**src/rtl/seg7_digit_reader_if.sv**
```systemverilog
// seg7_digit_reader_if
//   Groups the digit-beat input stream and the result output stream of
//   seg7_digit_reader.
//   master : producer/consumer side (drives SEG_*, VALUE_READY)
//   slave  : reader side (drives SEG_READY, VALUE, VALUE_VALID, DIGIT_COUNT,
//            ERR and, with SEG7_READER_DP_EN, DP_SEEN/DP_POS)
//   Config macro: SEG7_READER_DP_EN widens SEG_IN to 8 bits (bit7 = DP,
//   active-low) and adds DP_SEEN/DP_POS.
interface seg7_digit_reader_if;
`ifdef SEG7_READER_DP_EN
  localparam int SEG_W = 8;
`else
  localparam int SEG_W = 7;
`endif

  logic [SEG_W-1:0] SEG_IN;
  logic             SEG_VALID;
  logic             SEG_LAST;
  logic             SEG_READY;
  logic [13:0]      VALUE;
  logic             VALUE_VALID;
  logic             VALUE_READY;
  logic [2:0]       DIGIT_COUNT;
  logic             ERR;
`ifdef SEG7_READER_DP_EN
  logic             DP_SEEN;
  logic [2:0]       DP_POS;
`endif

  modport master (
    output SEG_IN, SEG_VALID, SEG_LAST, VALUE_READY,
`ifdef SEG7_READER_DP_EN
    input  DP_SEEN, DP_POS,
`endif
    input  SEG_READY, VALUE, VALUE_VALID, DIGIT_COUNT, ERR
  );

  modport slave (
    input  SEG_IN, SEG_VALID, SEG_LAST, VALUE_READY,
`ifdef SEG7_READER_DP_EN
    output DP_SEEN, DP_POS,
`endif
    output SEG_READY, VALUE, VALUE_VALID, DIGIT_COUNT, ERR
  );
endinterface

```
**src/rtl/seg7_digit_reader.sv**
```systemverilog
// seg7_digit_reader
//   Decodes a stream of active-low 7-segment patterns (one digit per beat,
//   SEG_LAST marks the final digit) into a binary value of up to MAX_DIGITS
//   decimal digits. Leading blanks are skipped; malformed numbers are
//   reported with ERR=1 and VALUE=0.
//   Ports:
//     CLOCK_50 : clock, rising edge
//     RESET    : asynchronous, active-high
//     bus      : seg7_digit_reader_if.slave (beat input / result output)
//   Config macro: SEG7_READER_DP_EN enables decimal-point tracking
//   (DP_SEEN, DP_POS).
module seg7_digit_reader #(
  parameter int MAX_DIGITS = 4
) (
  input  logic               CLOCK_50,
  input  logic               RESET,
  seg7_digit_reader_if.slave bus
);

  typedef enum logic [1:0] {
    S_IDLE  = 2'd0,
    S_ACCUM = 2'd1,
    S_DRAIN = 2'd2,
    S_OUT   = 2'd3
  } state_t;

  state_t      r_state;
  logic [13:0] r_acc;
  logic [13:0] r_value;
  logic [2:0]  r_count;
  logic        r_err;
  logic        r_value_valid;
  logic        r_seg_ready;
`ifdef SEG7_READER_DP_EN
  logic        r_dp_seen;
  logic [2:0]  r_dp_pos;
  logic        w_dp;
`endif

  logic [6:0]  w_seg;
  logic        w_is_digit;
  logic        w_is_blank;
  logic [3:0]  w_digit;
  logic        w_accept;
  logic        w_beat_err;
  logic        w_stay_idle;
  logic [13:0] w_acc_nxt;
  logic [2:0]  w_cnt_nxt;

  assign w_seg    = bus.SEG_IN[6:0];
  assign w_accept = bus.SEG_VALID & r_seg_ready;
`ifdef SEG7_READER_DP_EN
  assign w_dp     = ~bus.SEG_IN[7];
`endif

  always_comb begin
    w_is_digit = 1'b1;
    w_is_blank = 1'b0;
    w_digit    = 4'd0;
    case (w_seg)
      7'h40: w_digit = 4'd0;
      7'h79: w_digit = 4'd1;
      7'h24: w_digit = 4'd2;
      7'h30: w_digit = 4'd3;
      7'h19: w_digit = 4'd4;
      7'h12: w_digit = 4'd5;
      7'h02: w_digit = 4'd6;
      7'h78: w_digit = 4'd7;
      7'h00: w_digit = 4'd8;
      7'h10: w_digit = 4'd9;
      7'h7F: begin
        w_is_digit = 1'b0;
        w_is_blank = 1'b1;
      end
      default: w_is_digit = 1'b0;
    endcase
  end

  // Classify the current beat against the state it would be accepted in.
  always_comb begin
    w_beat_err  = 1'b0;
    w_stay_idle = 1'b0;
    w_acc_nxt   = r_acc;
    w_cnt_nxt   = r_count;
    case (r_state)
      S_IDLE: begin
        if (w_is_digit) begin
          w_acc_nxt = {10'd0, w_digit};
          w_cnt_nxt = 3'd1;
        end else if (w_is_blank) begin
          w_stay_idle = 1'b1;
        end else begin
          w_beat_err = 1'b1;
        end
      end
      S_ACCUM: begin
        if (!w_is_digit || r_count >= 3'(MAX_DIGITS)) begin
          w_beat_err = 1'b1;
        end else begin
          // acc <= 999 here, so the result stays within 9999
          w_acc_nxt = r_acc * 14'd10 + {10'd0, w_digit};
          w_cnt_nxt = r_count + 3'd1;
        end
      end
      default: ;
    endcase
`ifdef SEG7_READER_DP_EN
    if (w_dp && (r_state == S_IDLE || r_state == S_ACCUM) &&
        (!w_is_digit || r_dp_seen))
      w_beat_err = 1'b1;
`endif
  end

  always_ff @(posedge CLOCK_50 or posedge RESET) begin
    if (RESET) begin
      r_state       <= S_IDLE;
      r_acc         <= '0;
      r_value       <= '0;
      r_count       <= '0;
      r_err         <= 1'b0;
      r_value_valid <= 1'b0;
      r_seg_ready   <= 1'b1;
`ifdef SEG7_READER_DP_EN
      r_dp_seen     <= 1'b0;
      r_dp_pos      <= '0;
`endif
    end else begin
      case (r_state)
        S_IDLE, S_ACCUM: begin
          if (w_accept) begin
            if (w_beat_err) begin
              // count keeps the digits accepted before the error
              r_err <= 1'b1;
              if (bus.SEG_LAST) begin
                r_state       <= S_OUT;
                r_value       <= '0;
                r_value_valid <= 1'b1;
                r_seg_ready   <= 1'b0;
              end else begin
                r_state <= S_DRAIN;
              end
            end else begin
              r_acc   <= w_acc_nxt;
              r_count <= w_cnt_nxt;
`ifdef SEG7_READER_DP_EN
              if (w_dp) begin
                r_dp_seen <= 1'b1;
                r_dp_pos  <= w_cnt_nxt;
              end
`endif
              if (bus.SEG_LAST) begin
                r_state       <= S_OUT;
                r_value       <= w_acc_nxt;
                r_value_valid <= 1'b1;
                r_seg_ready   <= 1'b0;
              end else if (!w_stay_idle) begin
                r_state <= S_ACCUM;
              end
            end
          end
        end
        S_DRAIN: begin
          if (w_accept && bus.SEG_LAST) begin
            r_state       <= S_OUT;
            r_value       <= '0;
            r_value_valid <= 1'b1;
            r_seg_ready   <= 1'b0;
          end
        end
        S_OUT: begin
          if (bus.VALUE_READY) begin
            r_state       <= S_IDLE;
            r_acc         <= '0;
            r_value       <= '0;
            r_count       <= '0;
            r_err         <= 1'b0;
            r_value_valid <= 1'b0;
            r_seg_ready   <= 1'b1;
`ifdef SEG7_READER_DP_EN
            r_dp_seen     <= 1'b0;
            r_dp_pos      <= '0;
`endif
          end
        end
        default: r_state <= S_IDLE;
      endcase
    end
  end

  assign bus.SEG_READY   = r_seg_ready;
  assign bus.VALUE       = r_value;
  assign bus.VALUE_VALID = r_value_valid;
  assign bus.DIGIT_COUNT = r_count;
  assign bus.ERR         = r_err;
`ifdef SEG7_READER_DP_EN
  assign bus.DP_SEEN     = r_dp_seen;
  assign bus.DP_POS      = r_dp_pos;
`endif

endmodule

```
**src/flat_wrapper.sv**
```systemverilog
// flat-port wrapper written by rule: the top's interface ports become plain ports
module seg7_digit_reader_flat 
#(
  parameter int MAX_DIGITS = 4
)
  (CLOCK_50, RESET, bus_SEG_IN, bus_SEG_VALID, bus_SEG_LAST, bus_VALUE_READY, bus_SEG_READY, bus_VALUE, bus_VALUE_VALID, bus_DIGIT_COUNT, bus_ERR);
  seg7_digit_reader_if bus_i ();
  input  logic CLOCK_50;
  input  logic RESET;
  input wire logic [$bits(bus_i.SEG_IN)-1:0] bus_SEG_IN;
  input wire logic [$bits(bus_i.SEG_VALID)-1:0] bus_SEG_VALID;
  input wire logic [$bits(bus_i.SEG_LAST)-1:0] bus_SEG_LAST;
  input wire logic [$bits(bus_i.VALUE_READY)-1:0] bus_VALUE_READY;
  output wire logic [$bits(bus_i.SEG_READY)-1:0] bus_SEG_READY;
  output wire logic [$bits(bus_i.VALUE)-1:0] bus_VALUE;
  output wire logic [$bits(bus_i.VALUE_VALID)-1:0] bus_VALUE_VALID;
  output wire logic [$bits(bus_i.DIGIT_COUNT)-1:0] bus_DIGIT_COUNT;
  output wire logic [$bits(bus_i.ERR)-1:0] bus_ERR;
  assign bus_i.SEG_IN = bus_SEG_IN;
  assign bus_i.SEG_VALID = bus_SEG_VALID;
  assign bus_i.SEG_LAST = bus_SEG_LAST;
  assign bus_i.VALUE_READY = bus_VALUE_READY;
  assign bus_SEG_READY = bus_i.SEG_READY;
  assign bus_VALUE = bus_i.VALUE;
  assign bus_VALUE_VALID = bus_i.VALUE_VALID;
  assign bus_DIGIT_COUNT = bus_i.DIGIT_COUNT;
  assign bus_ERR = bus_i.ERR;
  seg7_digit_reader #(.MAX_DIGITS(MAX_DIGITS)) u_core (.CLOCK_50(CLOCK_50), .RESET(RESET), .bus(bus_i));
endmodule
```
**config.mk**
```make
export PLATFORM = sky130hd
export DESIGN_NAME = seg7_digit_reader_flat
export DESIGN_NICKNAME = d
export VERILOG_FILES = /design/src/rtl/seg7_digit_reader_if.sv /design/src/rtl/seg7_digit_reader.sv /design/src/flat_wrapper.sv
export SDC_FILE = /design/constraint.sdc
export NUM_CORES = 1
export LEC_CHECK = 0
export ABC_AREA = 1
export ABC_CLOCK_PERIOD_IN_PS = 2300
export BUFFER_PORTS_ARGS = -buffer_cell sky130_fd_sc_hd__buf_4
export CORE_MARGIN = 3
export CORE_UTILIZATION = 31
export CTS_BUF_LIST = sky130_fd_sc_hd__clkbuf_2 sky130_fd_sc_hd__clkbuf_4 sky130_fd_sc_hd__clkbuf_8
export DETAILED_ROUTE_END_ITERATION = 16
export PLACE_DENSITY_LB_ADDON = 0.12
export SLEW_MARGIN = 20
export SYNTH_ARGS = -nofsm -noshare
export SYNTH_HDL_FRONTEND = slang
export SYNTH_SLANG_ARGS = --single-unit
```
**constraint.sdc**
```tcl
create_clock -name CLOCK_50 -period 2.3 [get_ports CLOCK_50]
set_input_delay 0.115 -clock CLOCK_50 [delete_from_list [all_inputs] [get_ports CLOCK_50]]
set_output_delay 0.115 -clock CLOCK_50 [all_outputs]
set_load 0.02 [all_outputs]
```
==> flow_summary.json <==
{
  "path_cells": "ha_4 -> ha_4 -> fa_2 -> nand2_1 -> nor2_1 -> nand2_1 -> nand2_1 -> nand2_2 -> nor2_4 -> nand3_2 -> xor2_1 -> nand2_1 -> nand2_2 -> nand2_1 -> nand2_1",
  "die_w_um": 105,
  "crit_path_frequent_cell": "nand2_1",
  "track_usage_pct": 15.0,
  "crit_buf_inv": 0,
  "fmax_mhz": 397,
  "area_delta_synth_final_pct": 36.4,
  "ys_seq_elements": 36,
  "synth_edf_count": 0,
  "slew_violations": 0,
  "timing_worst_setup_path_type": "reg -> reg",
  "n_antenna_cell": 0,
  "grt_pass1_wl_mm": 14.1,
  "slowest_delay_ps": 590,
  "period_share_pct": 109,
  "synth_top_area_share_pct": 28.7,
  "synth_top_cell_by_area": "dfrtp_1",
  "drc": 0,
  "fin_ws_ps": -218,
  "core_um2": 9420,
  "grt_pass1_vias": 3171,
  "cp.depth": 15,
  "die_h_um": 105,
  "cts_num_sinks": 36,
  "initial_core_util_pct": 32.4,
  "ys.flop_type": "dfrtp_1",
  "rsz0062_at_grt": "true",
  "synth_nets": 523,
  "drt_wl_total_mm": 8.11,
  "fin_total_pwr_w": 0.00349,
  "hp-class": "in -> reg",
  "avgSynthCellArea_um2": 6.28,
  "p_per_area_nw_per_um2": 838,
  "arrival_ps": 2690,
  "worst_slew_pin_slew_ps": 464,
  "fp-row-count": 35,
  "hold_viol": 0,
  "relSlewSlack_pct": 69.1,
  "yosys_warnings": 0,
  "finalCriticalPeriod_ps": 2520,
  "cp_slowest_cell": "fa_2",
  "status": "finished, violations left",
  "antenna_found_initial": 0,
  "clk_pin_slew_worst_paths_ps": 90,
  "synth_most_common_cell": "nand2_1",
  "drive_gt1_share_pct": 26.4,
  "synthArstFlopShare_pct": 100,
  "insertion_delay_ps": 290,
  "vias_per_cell": 4.46,
  "cts_buffers": 5,
  "reg2reg_depth": 15,
  "ant_nets": 0,
  "crit_fanout": 3,
  "cts_root_buffer": "clkbuf_8",
  "overflow": 0,
  "tritoncts": "yes",
  "clock_path_buffers": 2,
  "crit_required_ps": 2470,
  "ir_worst_vdd_mv": 0.692,
  "p_leak_nw": 2.33,
  "synth_cell_types": 32,
  "fin_skew_ps": 11.9,
  "drv_cap": 0,
  "pin_count": 32,
  "setup_violations": 12,
  "drtIter0Drc": 100,
  "htree_levels": 2,
  "syn_inst": 486,
  "min_path_cells": 5,
  "ff2ff_setup_slack_ps": -220,
  "path_delay_family": "adder cells",
  "whs_ps": 203,
  "wl_per_cell_um": 11.4,
  "io_buffers": 31,
  "yosysSeqAreaShare_pct": 29.5,
  "grt_start_max_net_pins": 37,
  "die-area_um2": 11100,
  "vias": 3162,
  "violations": "setup timing",
  "netlist_area_um2": 3050,
  "end_kind": "register",
  "firstDrtPassIters": 4,
  "yosys-top-cells-count": "nand2_1 (210), inv_1 (56), nor2_1 (56)",
  "synth.area.top_cells": "dfrtp_1 (29%), nand2_1 (26%), ha_1 (9.4%)",
  "dp_hpwl_mm": 6.53,
  "gp_congestion": 0.836,
  "cp-start-kind": "register",
  "final_net_count": 616
}
sequential cells by signal, summed over array words and instances (netlist names):
signal	cells
u_core.r_acc	14
u_core.bus.DIGIT_COUNT	3
u_core.bus.VALUE_VALID	1
u_core.bus.ERR	1
u_core.bus.SEG_READY	1
u_core.r_state	2
u_core.bus.VALUE	14
kinds of logic after synthesis:
family / after synthesis / share of synthesized area (%)
buffers and inverters: 62 / 8.03
AND/OR/NAND/NOR: 332 / 45.4
AO/OA/AOI/OAI: 25 / 4.59
flip-flops: 36 / 29.5
XOR/XNOR: 6 / 1.72
adder cells (fa/ha/maj): 25 / 10.7
worst register-to-register path, delay by kind of cell (launching register included):
family                     cells  cell delay [ps]
adders and majority gates      3             1010
and+or+nand+nor               11              840
DFF                            1              420
xor gates and xnor gates       1              180
layer usage:
layer / up-vias / routed length, µm / GRT usage (%)
li1: 1705 / - / -
met1: 1432 / 3830 / 18.8
met2: 21 / 4130 / 27.4
met3: 4 / 114 / 2.33
met4: 0 / 36 / 2.16
met5: - / 0 / 0
placed cells by master (no fill, tap or decap), types with 4 or more instances in the layout:
cell type,instances
nand3_1,42
nand2_2,17
ha_1,17
a21oi_1,6
buf_4,89
nor3_1,4
nand2_1,193
nor2_1,50
clkbuf_8,5
dfrtp_1,34
xor2_1,4
ha_4,5
nand3_2,8
nor2_2,6
o21ai_0,6
inv_1,56
final timing paths:
path | startpoint | end
max | u_core.r_acc[3] | u_core.r_acc[10]
min | bus_SEG_LAST | u_core.r_state[1]
max reg2reg | u_core.r_acc[3] | u_core.r_acc[10]
min reg2reg | u_core.bus.VALUE[7] | u_core.bus.VALUE[7]
max in group asynchronous | RESET | u_core.r_acc[2]
min in group asynchronous | RESET | u_core.r_state[0]
timing repair:
| item | in CTS | in global routing |
|---|---|---|
| endpoints found under the hold margin | 35 | 0 |
| setup endpoints to repair | 13 | 16 |
| resized for setup | 13 | 27 |
| pin swaps | 4 | 7 |
| hold buffers | 1 | 0 |
| setup buffers | 1 | 1 |
where the power goes:
group	switching, W	internal [W]	total [W]
sequential	0.000117	0.000772	0.000890
combinational	0.00124	0.000784	0.00202
clock	0.000245	0.000334	0.000579
area by class of cell:
type,instances,area (µm²)
Fill cell,981,5250
Multi-Input combinational cell,388,2090
Sequential cell,36,903
Timing Repair Buffer,90,678
Inverter,58,218
Tap cell,129,161
Clock buffer,6,76.3
Clock inverter,2,35.0
metrics by stage:
stage | setup TNS (ps) | setup WS (ps) | util (%) | cell area [µm²] | std cells
floorplan | -806 | -196 | - | 3070 | 486
global placement | -2510 | -334 | 41.0 | 3860 | 698
detailed placement | -2930 | -361 | 41.0 | 3860 | 698
CTS | -2190 | -234 | 42.8 | 4030 | 708
global route | -3590 | -352 | 44.3 | 4170 | 709
finish | -1620 | -218 | 44.3 | 4170 | 709
No activity file was read; power rests on OpenSTA's default activity.
